--- src/rtl/mem_arbiter_if.sv ---
`default_nettype none
// ============================================================================
// Module      : mem_arbiter_if
// Description : Bundles the IFU, LSU and memory-side handshake signals of the
//               memory arbiter. The master modport is the arbiter's view
//               (it masters the memory port and answers both requesters);
//               the slave modport is the surrounding requesters and memory.
// Revision    : 1.0 - initial release
// ============================================================================
interface mem_arbiter_if #(
    parameter int DATA_LEN = 32,
    parameter int ADDR_LEN = 32
);
    localparam int MASK_LEN = DATA_LEN / 8;

    // Instruction-fetch requester
    logic                ifu_req_valid;
    logic [ADDR_LEN-1:0] ifu_addr;
    logic                ifu_req_ready;
    logic                ifu_resp_valid;
    logic [DATA_LEN-1:0] ifu_rdata;

    // Load/store requester
    logic                lsu_req_valid;
    logic [ADDR_LEN-1:0] lsu_addr;
    logic                lsu_wen;
    logic [DATA_LEN-1:0] lsu_wdata;
    logic [MASK_LEN-1:0] lsu_wmask;
    logic                lsu_req_ready;
    logic                lsu_resp_valid;
    logic [DATA_LEN-1:0] lsu_rdata;

    // Memory / bus slave port
    logic                mem_req_valid;
    logic [ADDR_LEN-1:0] mem_addr;
    logic                mem_wen;
    logic [DATA_LEN-1:0] mem_wdata;
    logic [MASK_LEN-1:0] mem_wmask;
    logic                mem_req_ready;
    logic                mem_resp_valid;
    logic [DATA_LEN-1:0] mem_rdata;

    // Current owner of the memory port (0 = IFU, 1 = LSU)
    logic                owner;

    modport master (
        input  ifu_req_valid, ifu_addr,
        output ifu_req_ready, ifu_resp_valid, ifu_rdata,
        input  lsu_req_valid, lsu_addr, lsu_wen, lsu_wdata, lsu_wmask,
        output lsu_req_ready, lsu_resp_valid, lsu_rdata,
        output mem_req_valid, mem_addr, mem_wen, mem_wdata, mem_wmask,
        input  mem_req_ready, mem_resp_valid, mem_rdata,
        output owner
    );

    modport slave (
        output ifu_req_valid, ifu_addr,
        input  ifu_req_ready, ifu_resp_valid, ifu_rdata,
        output lsu_req_valid, lsu_addr, lsu_wen, lsu_wdata, lsu_wmask,
        input  lsu_req_ready, lsu_resp_valid, lsu_rdata,
        input  mem_req_valid, mem_addr, mem_wen, mem_wdata, mem_wmask,
        output mem_req_ready, mem_resp_valid, mem_rdata,
        input  owner
    );
endinterface
`default_nettype wire

--- src/rtl/mem_arbiter.sv ---
`default_nettype none
// ============================================================================
// Module      : mem_arbiter
// Description : Shares one external memory port between the instruction
//               fetch unit and the load/store unit. One transaction is in
//               flight at a time: accept (IDLE), issue (REQ), wait for the
//               response and route it to the owner (RESP).
//               Optional macro MEM_ARBITER_RR_EN: round-robin on ties using a
//               last_owner register; without it the LSU always wins ties.
// Revision    : 1.0 - initial release
// ============================================================================
module mem_arbiter #(
    parameter int DATA_LEN = 32,
    parameter int ADDR_LEN = 32
) (
    input  wire           sys_clk,
    input  wire           sys_rst,
    mem_arbiter_if.master bus
);
    localparam int MASK_LEN = DATA_LEN / 8;

    typedef enum logic [1:0] {
        ST_IDLE = 2'd0,
        ST_REQ  = 2'd1,
        ST_RESP = 2'd2
    } state_t;

    state_t              state_q,         state_d;
    logic                mem_req_valid_q, mem_req_valid_d;
    logic [ADDR_LEN-1:0] mem_addr_q,      mem_addr_d;
    logic                mem_wen_q,       mem_wen_d;
    logic [DATA_LEN-1:0] mem_wdata_q,     mem_wdata_d;
    logic [MASK_LEN-1:0] mem_wmask_q,     mem_wmask_d;
    logic                owner_q,         owner_d;
`ifdef MEM_ARBITER_RR_EN
    logic                last_owner_q,    last_owner_d;
`endif

    logic grant_lsu;
    logic grant_ifu;
    logic resp_fire;

    // Pick a winner among the pending requesters (only meaningful in IDLE)
    always_comb begin
        grant_lsu = 1'b0;
`ifdef MEM_ARBITER_RR_EN
        // On a tie the LSU wins only if the IFU was served last
        grant_lsu = bus.lsu_req_valid & (~bus.ifu_req_valid | ~last_owner_q);
`else
        grant_lsu = bus.lsu_req_valid;
`endif
        grant_ifu = bus.ifu_req_valid & ~grant_lsu;
    end

    // Next-state and payload-latch logic of the transaction FSM
    always_comb begin
        state_d         = state_q;
        mem_req_valid_d = mem_req_valid_q;
        mem_addr_d      = mem_addr_q;
        mem_wen_d       = mem_wen_q;
        mem_wdata_d     = mem_wdata_q;
        mem_wmask_d     = mem_wmask_q;
        owner_d         = owner_q;
`ifdef MEM_ARBITER_RR_EN
        last_owner_d    = last_owner_q;
`endif
        case (state_q)
            ST_IDLE: begin
                if (grant_lsu) begin
                    mem_addr_d      = bus.lsu_addr;
                    mem_wen_d       = bus.lsu_wen;
                    mem_wdata_d     = bus.lsu_wdata;
                    mem_wmask_d     = bus.lsu_wmask;
                    owner_d         = 1'b1;
                    mem_req_valid_d = 1'b1;
                    state_d         = ST_REQ;
                end else if (grant_ifu) begin
                    // Fetches are always reads with no write payload
                    mem_addr_d      = bus.ifu_addr;
                    mem_wen_d       = 1'b0;
                    mem_wdata_d     = '0;
                    mem_wmask_d     = '0;
                    owner_d         = 1'b0;
                    mem_req_valid_d = 1'b1;
                    state_d         = ST_REQ;
                end
`ifdef MEM_ARBITER_RR_EN
                if (grant_lsu | grant_ifu) begin
                    last_owner_d = grant_lsu;
                end
`endif
            end
            ST_REQ: begin
                // Payload stays frozen until the slave takes it
                if (bus.mem_req_ready) begin
                    mem_req_valid_d = 1'b0;
                    state_d         = ST_RESP;
                end
            end
            ST_RESP: begin
                if (bus.mem_resp_valid) begin
                    state_d = ST_IDLE;
                end
            end
            default: begin
                mem_req_valid_d = 1'b0;
                state_d         = ST_IDLE;
            end
        endcase
    end

    // State and latched-payload registers with synchronous reset
    always_ff @(posedge sys_clk) begin
        if (sys_rst) begin
            state_q         <= ST_IDLE;
            mem_req_valid_q <= 1'b0;
            mem_addr_q      <= '0;
            mem_wen_q       <= 1'b0;
            mem_wdata_q     <= '0;
            mem_wmask_q     <= '0;
            owner_q         <= 1'b0;
`ifdef MEM_ARBITER_RR_EN
            last_owner_q    <= 1'b0;
`endif
        end else begin
            state_q         <= state_d;
            mem_req_valid_q <= mem_req_valid_d;
            mem_addr_q      <= mem_addr_d;
            mem_wen_q       <= mem_wen_d;
            mem_wdata_q     <= mem_wdata_d;
            mem_wmask_q     <= mem_wmask_d;
            owner_q         <= owner_d;
`ifdef MEM_ARBITER_RR_EN
            last_owner_q    <= last_owner_d;
`endif
        end
    end

    // Ready only in IDLE; responses routed to the owner only in RESP
    always_comb begin
        resp_fire          = (state_q == ST_RESP) & bus.mem_resp_valid;
        bus.ifu_req_ready  = (state_q == ST_IDLE) & grant_ifu;
        bus.lsu_req_ready  = (state_q == ST_IDLE) & grant_lsu;
        bus.ifu_resp_valid = resp_fire & ~owner_q;
        bus.lsu_resp_valid = resp_fire &  owner_q;
        bus.ifu_rdata      = (resp_fire & ~owner_q) ? bus.mem_rdata : '0;
        bus.lsu_rdata      = (resp_fire &  owner_q) ? bus.mem_rdata : '0;
        bus.mem_req_valid  = mem_req_valid_q;
        bus.mem_addr       = mem_addr_q;
        bus.mem_wen        = mem_wen_q;
        bus.mem_wdata      = mem_wdata_q;
        bus.mem_wmask      = mem_wmask_q;
        bus.owner          = owner_q;
    end

endmodule
`default_nettype wire
--- src/flat_wrapper.sv ---
// flat-port wrapper written by rule: the top's interface ports become plain ports
module mem_arbiter_flat 
#(
    parameter int DATA_LEN = 32,
    parameter int ADDR_LEN = 32
)
  (sys_clk, sys_rst, bus_ifu_req_valid, bus_ifu_addr, bus_ifu_req_ready, bus_ifu_resp_valid, bus_ifu_rdata, bus_lsu_req_valid, bus_lsu_addr, bus_lsu_wen, bus_lsu_wdata, bus_lsu_wmask, bus_lsu_req_ready, bus_lsu_resp_valid, bus_lsu_rdata, bus_mem_req_valid, bus_mem_addr, bus_mem_wen, bus_mem_wdata, bus_mem_wmask, bus_mem_req_ready, bus_mem_resp_valid, bus_mem_rdata, bus_owner);
  mem_arbiter_if #(.DATA_LEN(DATA_LEN), .ADDR_LEN(ADDR_LEN)) bus_i ();
  input  wire sys_clk;
  input  wire sys_rst;
  input wire logic [$bits(bus_i.ifu_req_valid)-1:0] bus_ifu_req_valid;
  input wire logic [$bits(bus_i.ifu_addr)-1:0] bus_ifu_addr;
  output wire logic [$bits(bus_i.ifu_req_ready)-1:0] bus_ifu_req_ready;
  output wire logic [$bits(bus_i.ifu_resp_valid)-1:0] bus_ifu_resp_valid;
  output wire logic [$bits(bus_i.ifu_rdata)-1:0] bus_ifu_rdata;
  input wire logic [$bits(bus_i.lsu_req_valid)-1:0] bus_lsu_req_valid;
  input wire logic [$bits(bus_i.lsu_addr)-1:0] bus_lsu_addr;
  input wire logic [$bits(bus_i.lsu_wen)-1:0] bus_lsu_wen;
  input wire logic [$bits(bus_i.lsu_wdata)-1:0] bus_lsu_wdata;
  input wire logic [$bits(bus_i.lsu_wmask)-1:0] bus_lsu_wmask;
  output wire logic [$bits(bus_i.lsu_req_ready)-1:0] bus_lsu_req_ready;
  output wire logic [$bits(bus_i.lsu_resp_valid)-1:0] bus_lsu_resp_valid;
  output wire logic [$bits(bus_i.lsu_rdata)-1:0] bus_lsu_rdata;
  output wire logic [$bits(bus_i.mem_req_valid)-1:0] bus_mem_req_valid;
  output wire logic [$bits(bus_i.mem_addr)-1:0] bus_mem_addr;
  output wire logic [$bits(bus_i.mem_wen)-1:0] bus_mem_wen;
  output wire logic [$bits(bus_i.mem_wdata)-1:0] bus_mem_wdata;
  output wire logic [$bits(bus_i.mem_wmask)-1:0] bus_mem_wmask;
  input wire logic [$bits(bus_i.mem_req_ready)-1:0] bus_mem_req_ready;
  input wire logic [$bits(bus_i.mem_resp_valid)-1:0] bus_mem_resp_valid;
  input wire logic [$bits(bus_i.mem_rdata)-1:0] bus_mem_rdata;
  output wire logic [$bits(bus_i.owner)-1:0] bus_owner;
  assign bus_i.ifu_req_valid = bus_ifu_req_valid;
  assign bus_i.ifu_addr = bus_ifu_addr;
  assign bus_ifu_req_ready = bus_i.ifu_req_ready;
  assign bus_ifu_resp_valid = bus_i.ifu_resp_valid;
  assign bus_ifu_rdata = bus_i.ifu_rdata;
  assign bus_i.lsu_req_valid = bus_lsu_req_valid;
  assign bus_i.lsu_addr = bus_lsu_addr;
  assign bus_i.lsu_wen = bus_lsu_wen;
  assign bus_i.lsu_wdata = bus_lsu_wdata;
  assign bus_i.lsu_wmask = bus_lsu_wmask;
  assign bus_lsu_req_ready = bus_i.lsu_req_ready;
  assign bus_lsu_resp_valid = bus_i.lsu_resp_valid;
  assign bus_lsu_rdata = bus_i.lsu_rdata;
  assign bus_mem_req_valid = bus_i.mem_req_valid;
  assign bus_mem_addr = bus_i.mem_addr;
  assign bus_mem_wen = bus_i.mem_wen;
  assign bus_mem_wdata = bus_i.mem_wdata;
  assign bus_mem_wmask = bus_i.mem_wmask;
  assign bus_i.mem_req_ready = bus_mem_req_ready;
  assign bus_i.mem_resp_valid = bus_mem_resp_valid;
  assign bus_i.mem_rdata = bus_mem_rdata;
  assign bus_owner = bus_i.owner;
  mem_arbiter #(.DATA_LEN(DATA_LEN), .ADDR_LEN(ADDR_LEN)) u_core (.sys_clk(sys_clk), .sys_rst(sys_rst), .bus(bus_i));
endmodule
--- config.mk ---
export PLATFORM = sky130hd
export DESIGN_NAME = mem_arbiter_flat
export DESIGN_NICKNAME = d
export VERILOG_FILES = /design/src/rtl/mem_arbiter_if.sv /design/src/rtl/mem_arbiter.sv /design/src/flat_wrapper.sv
export SDC_FILE = /design/constraint.sdc
export NUM_CORES = 1
export LEC_CHECK = 0
export ABC_CLOCK_PERIOD_IN_PS = 2750
export BUFFER_PORTS_ARGS = -buffer_cell sky130_fd_sc_hd__buf_4
export CAP_MARGIN = 20
export CORE_AREA = 4 4 106 108
export CTS_CLUSTER_SIZE = 24
export DETAILED_ROUTE_END_ITERATION = 8
export DIE_AREA = 0 0 110 112
export PLACE_DENSITY = 0.85
export SYNTH_ARGS = -nofsm -noshare
export SYNTH_HDL_FRONTEND = slang
export SYNTH_SLANG_ARGS = --single-unit
--- constraint.sdc ---
create_clock -name sys_clk -period 2.75 [get_ports sys_clk]
set_input_delay 0.4125 -clock sys_clk [delete_from_list [all_inputs] [get_ports sys_clk]]
set_output_delay 0.4125 -clock sys_clk [all_outputs]
set_load 0.02 [all_outputs]
==> results.toml <==
[detailed_routing]
viasPerCell = 4.888
wl_um = 13620
ant_nets = 0
route.detailed.drc = 0
drt_iter0_markers = 290
drtPass1Iterations = 4
num_vias = 3915
wire_per_inst_um = 17.00

[finish]
fillCellCount = 919
stdcell_count = 801
multi_input_area_um2 = 1931
final_common_cell = "buf_4"
final_cell_mix = "282 x buf_4, 73 x dfxtp_1, 71 x a21oi_1"
seqCellArea_um2 = 1461
design_area_um2 = 5894
synthToLayoutAreaGrowth_pct = 60.95
drive_above_1_share_pct = 50.30
nets = 798

[logic_synthesis]
synth_cell_type_count = 28
postSynthCellCount = 407
seq_area_frac_synth_pct = 39.90
syn_area_per_cell_um2 = 8.998
synth_nets = 546
synth-seq-cells = 73
syn-cell-area_um2 = 3662
ys_warn_count = 0

[sta]
timing.final.crit_share_pct = 81.39
finalSetupTns_ns = 0
hold_viol = 0
fmax_mhz = 446.8
slew_headroom_pct = 36.78
clock_skew_ns = 0.01235
setup_slack_ns = 0.5118
setup_viol = 0
worstMarginPinSlew_ns = 0.9482
period_minus_slack_ns = 2.238
rsz0062_at_grt = "no"
whs_ns = 0.2922
drv_slew = 0

[clocking]
cts_setup_buffers = 0
cts.sinks = 73
clk_pin_slew_ns = 0.07
cts_resized = 0
clock_path_buffers = 2
cts_tree = "done"
cts_max_level = 3
cts_hold_buf = 0
cts_root_buffer = "clkbuf_8"
clock_latency_ns = 0.35
numCtsBuffers = 9

[global_route]
grt_pass1_wl_um = 20060
grt.overflow.total = 0
grt_max_degree = 74
grt_pass1_vias = 3911
grt_antenna_before_repair = 1
grt_util_all_layers_pct = 20.73

[placed_design]
dpl_cell_area_um2 = 5687
dp_hpwl_um = 10480
placed_cells = 784
numPortBuffers = 277
dpl_worst_slack_ns = 0.8111
gp_routability_congestion = 0.7478

[min_path]
min_from = "bus_mem_req_ready"
min-delay-path-class = "primary input to register"

[floorplan]
dieWidth_um = 110
chipHeight_um = 112
core_area_um2 = 10230
num_rows = 37
die-area_um2 = 12320
io_pins = 278
initial_utilization_pct = 35.80

[critical_path]
cp.required_ns = 2.34
cp-start-kind = "register"
crit_path_end_kind = "primary output"
cp.arrival_ns = 1.83
crit_path_start = "u_core.state_q[1]"
crit_fanout = 33
reg2reg_from = "u_core.state_q[1]"
crit_type = "register to primary output"

[power_and_ir_drop]
power.leakage_nw = 2.825
p_per_area_nw_per_um2 = 488.5
ir_worst_vdd_mv = 0.3087

[run]
max_cap_violations = 0

[run_status]
status = "finished, final reports clean"
[sequential cells by signal (all words and copies together), names as in the netlist]
name / flops
u_core.bus.mem_addr: 32
u_core.bus.mem_req_valid: 1
u_core.bus.mem_wdata: 32
u_core.bus.mem_wen: 1
u_core.bus.mem_wmask: 4
u_core.bus.owner: 1
u_core.state_q: 2
[final timing paths]
| kind | endpoint | depth (start not counted) | slack [ns] |
|---|---|---|---|
| min reg2reg | u_core.bus.mem_wdata[2] | 2 | 0.48 |
| max | bus_ifu_rdata[14] | 3 | 0.51 |
| min | u_core.state_q[0] | 2 | 0.29 |
| max reg2reg | u_core.bus.mem_wdata[0] | 7 | 0.92 |
[layer usage]
metal	routed length, µm	track usage, %	up-vias
li1	-	-	1917
met1	4693	21.75	1807
met2	7280	37.94	172
met3	1341	6.957	19
met4	301	6.816	0
met5	0	0	-
[stage by stage]
stage / power [mW] / utilization (%)
2_1_floorplan: 1.682 / -
3_3_place_gp: 2.012 / 55.58
3_5_place_dp: 2.041 / 55.58
4_1_cts: 2.911 / 57.59
5_1_grt: 3.034 / 57.61
6_report: 2.879 / 57.61
[report_power, final]
group | switching (mW) | internal [mW] | leakage [nW]
registers | 0.0551 | 1.15 | 0.602
logic | 0.433 | 0.373 | 2.11
clock network | 0.402 | 0.466 | 0.109
total | 0.890 | 1.99 | 2.83
[cell families after synthesis]
group | Yosys count | share of synthesized area [%]
compound gates | 144 | 26.17
mux | 32 | 8.746
simple gates | 115 | 17.80
buf+inv | 43 | 7.380
flops | 73 | 39.90
[area by class of cell]
cell class	count	share of cell area [%]
Timing Repair Buffer	282	35.92
Sequential cell	73	24.79
Clock inverter	5	0.9128
Multi-Input combinational cell	291	32.75
Tap cell	136	2.887
Inverter	2	0.1274
Clock buffer	11	2.568
Antenna cell	1	0.04245
[cell usage after synthesis]
library cell | number | area (µm²)
nor2_8 | 1 | 20.02
and3b_1 | 1 | 8.760
buf_1 | 1 | 3.750
nand2_1 | 38 | 142.6
a211oi_2 | 30 | 375.4
and4bb_2 | 1 | 12.51
and2_1 | 64 | 400.4
clkbuf_1 | 10 | 37.54
buf_8 | 2 | 30.03
o21ai_0 | 35 | 175.2
and4b_1 | 1 | 10.01
a21oi_1 | 71 | 355.3
inv_2 | 1 | 3.750
mux2i_1 | 32 | 320.3
nor2_4 | 2 | 22.52
buf_6 | 7 | 78.83
buf_4 | 3 | 22.52
a211oi_1 | 2 | 15.01
nor2_1 | 4 | 15.01
o21ai_1 | 4 | 20.02
a2111oi_1 | 1 | 10.01
or2_4 | 1 | 8.760
or2_1 | 1 | 6.260
nor3_1 | 1 | 5.000
buf_2 | 18 | 90.09
inv_1 | 1 | 3.750
a22oi_1 | 1 | 7.510
dfxtp_1 | 73 | 1461
[worst max-delay path, cell delays in order, from the launching register on]
cell,delay (ns)
dfxtp_1,0.49
and4bb_2,0.61
and2_1,0.24
buf_4,0.15
Note: power is estimated with default switching activity, not from simulation.
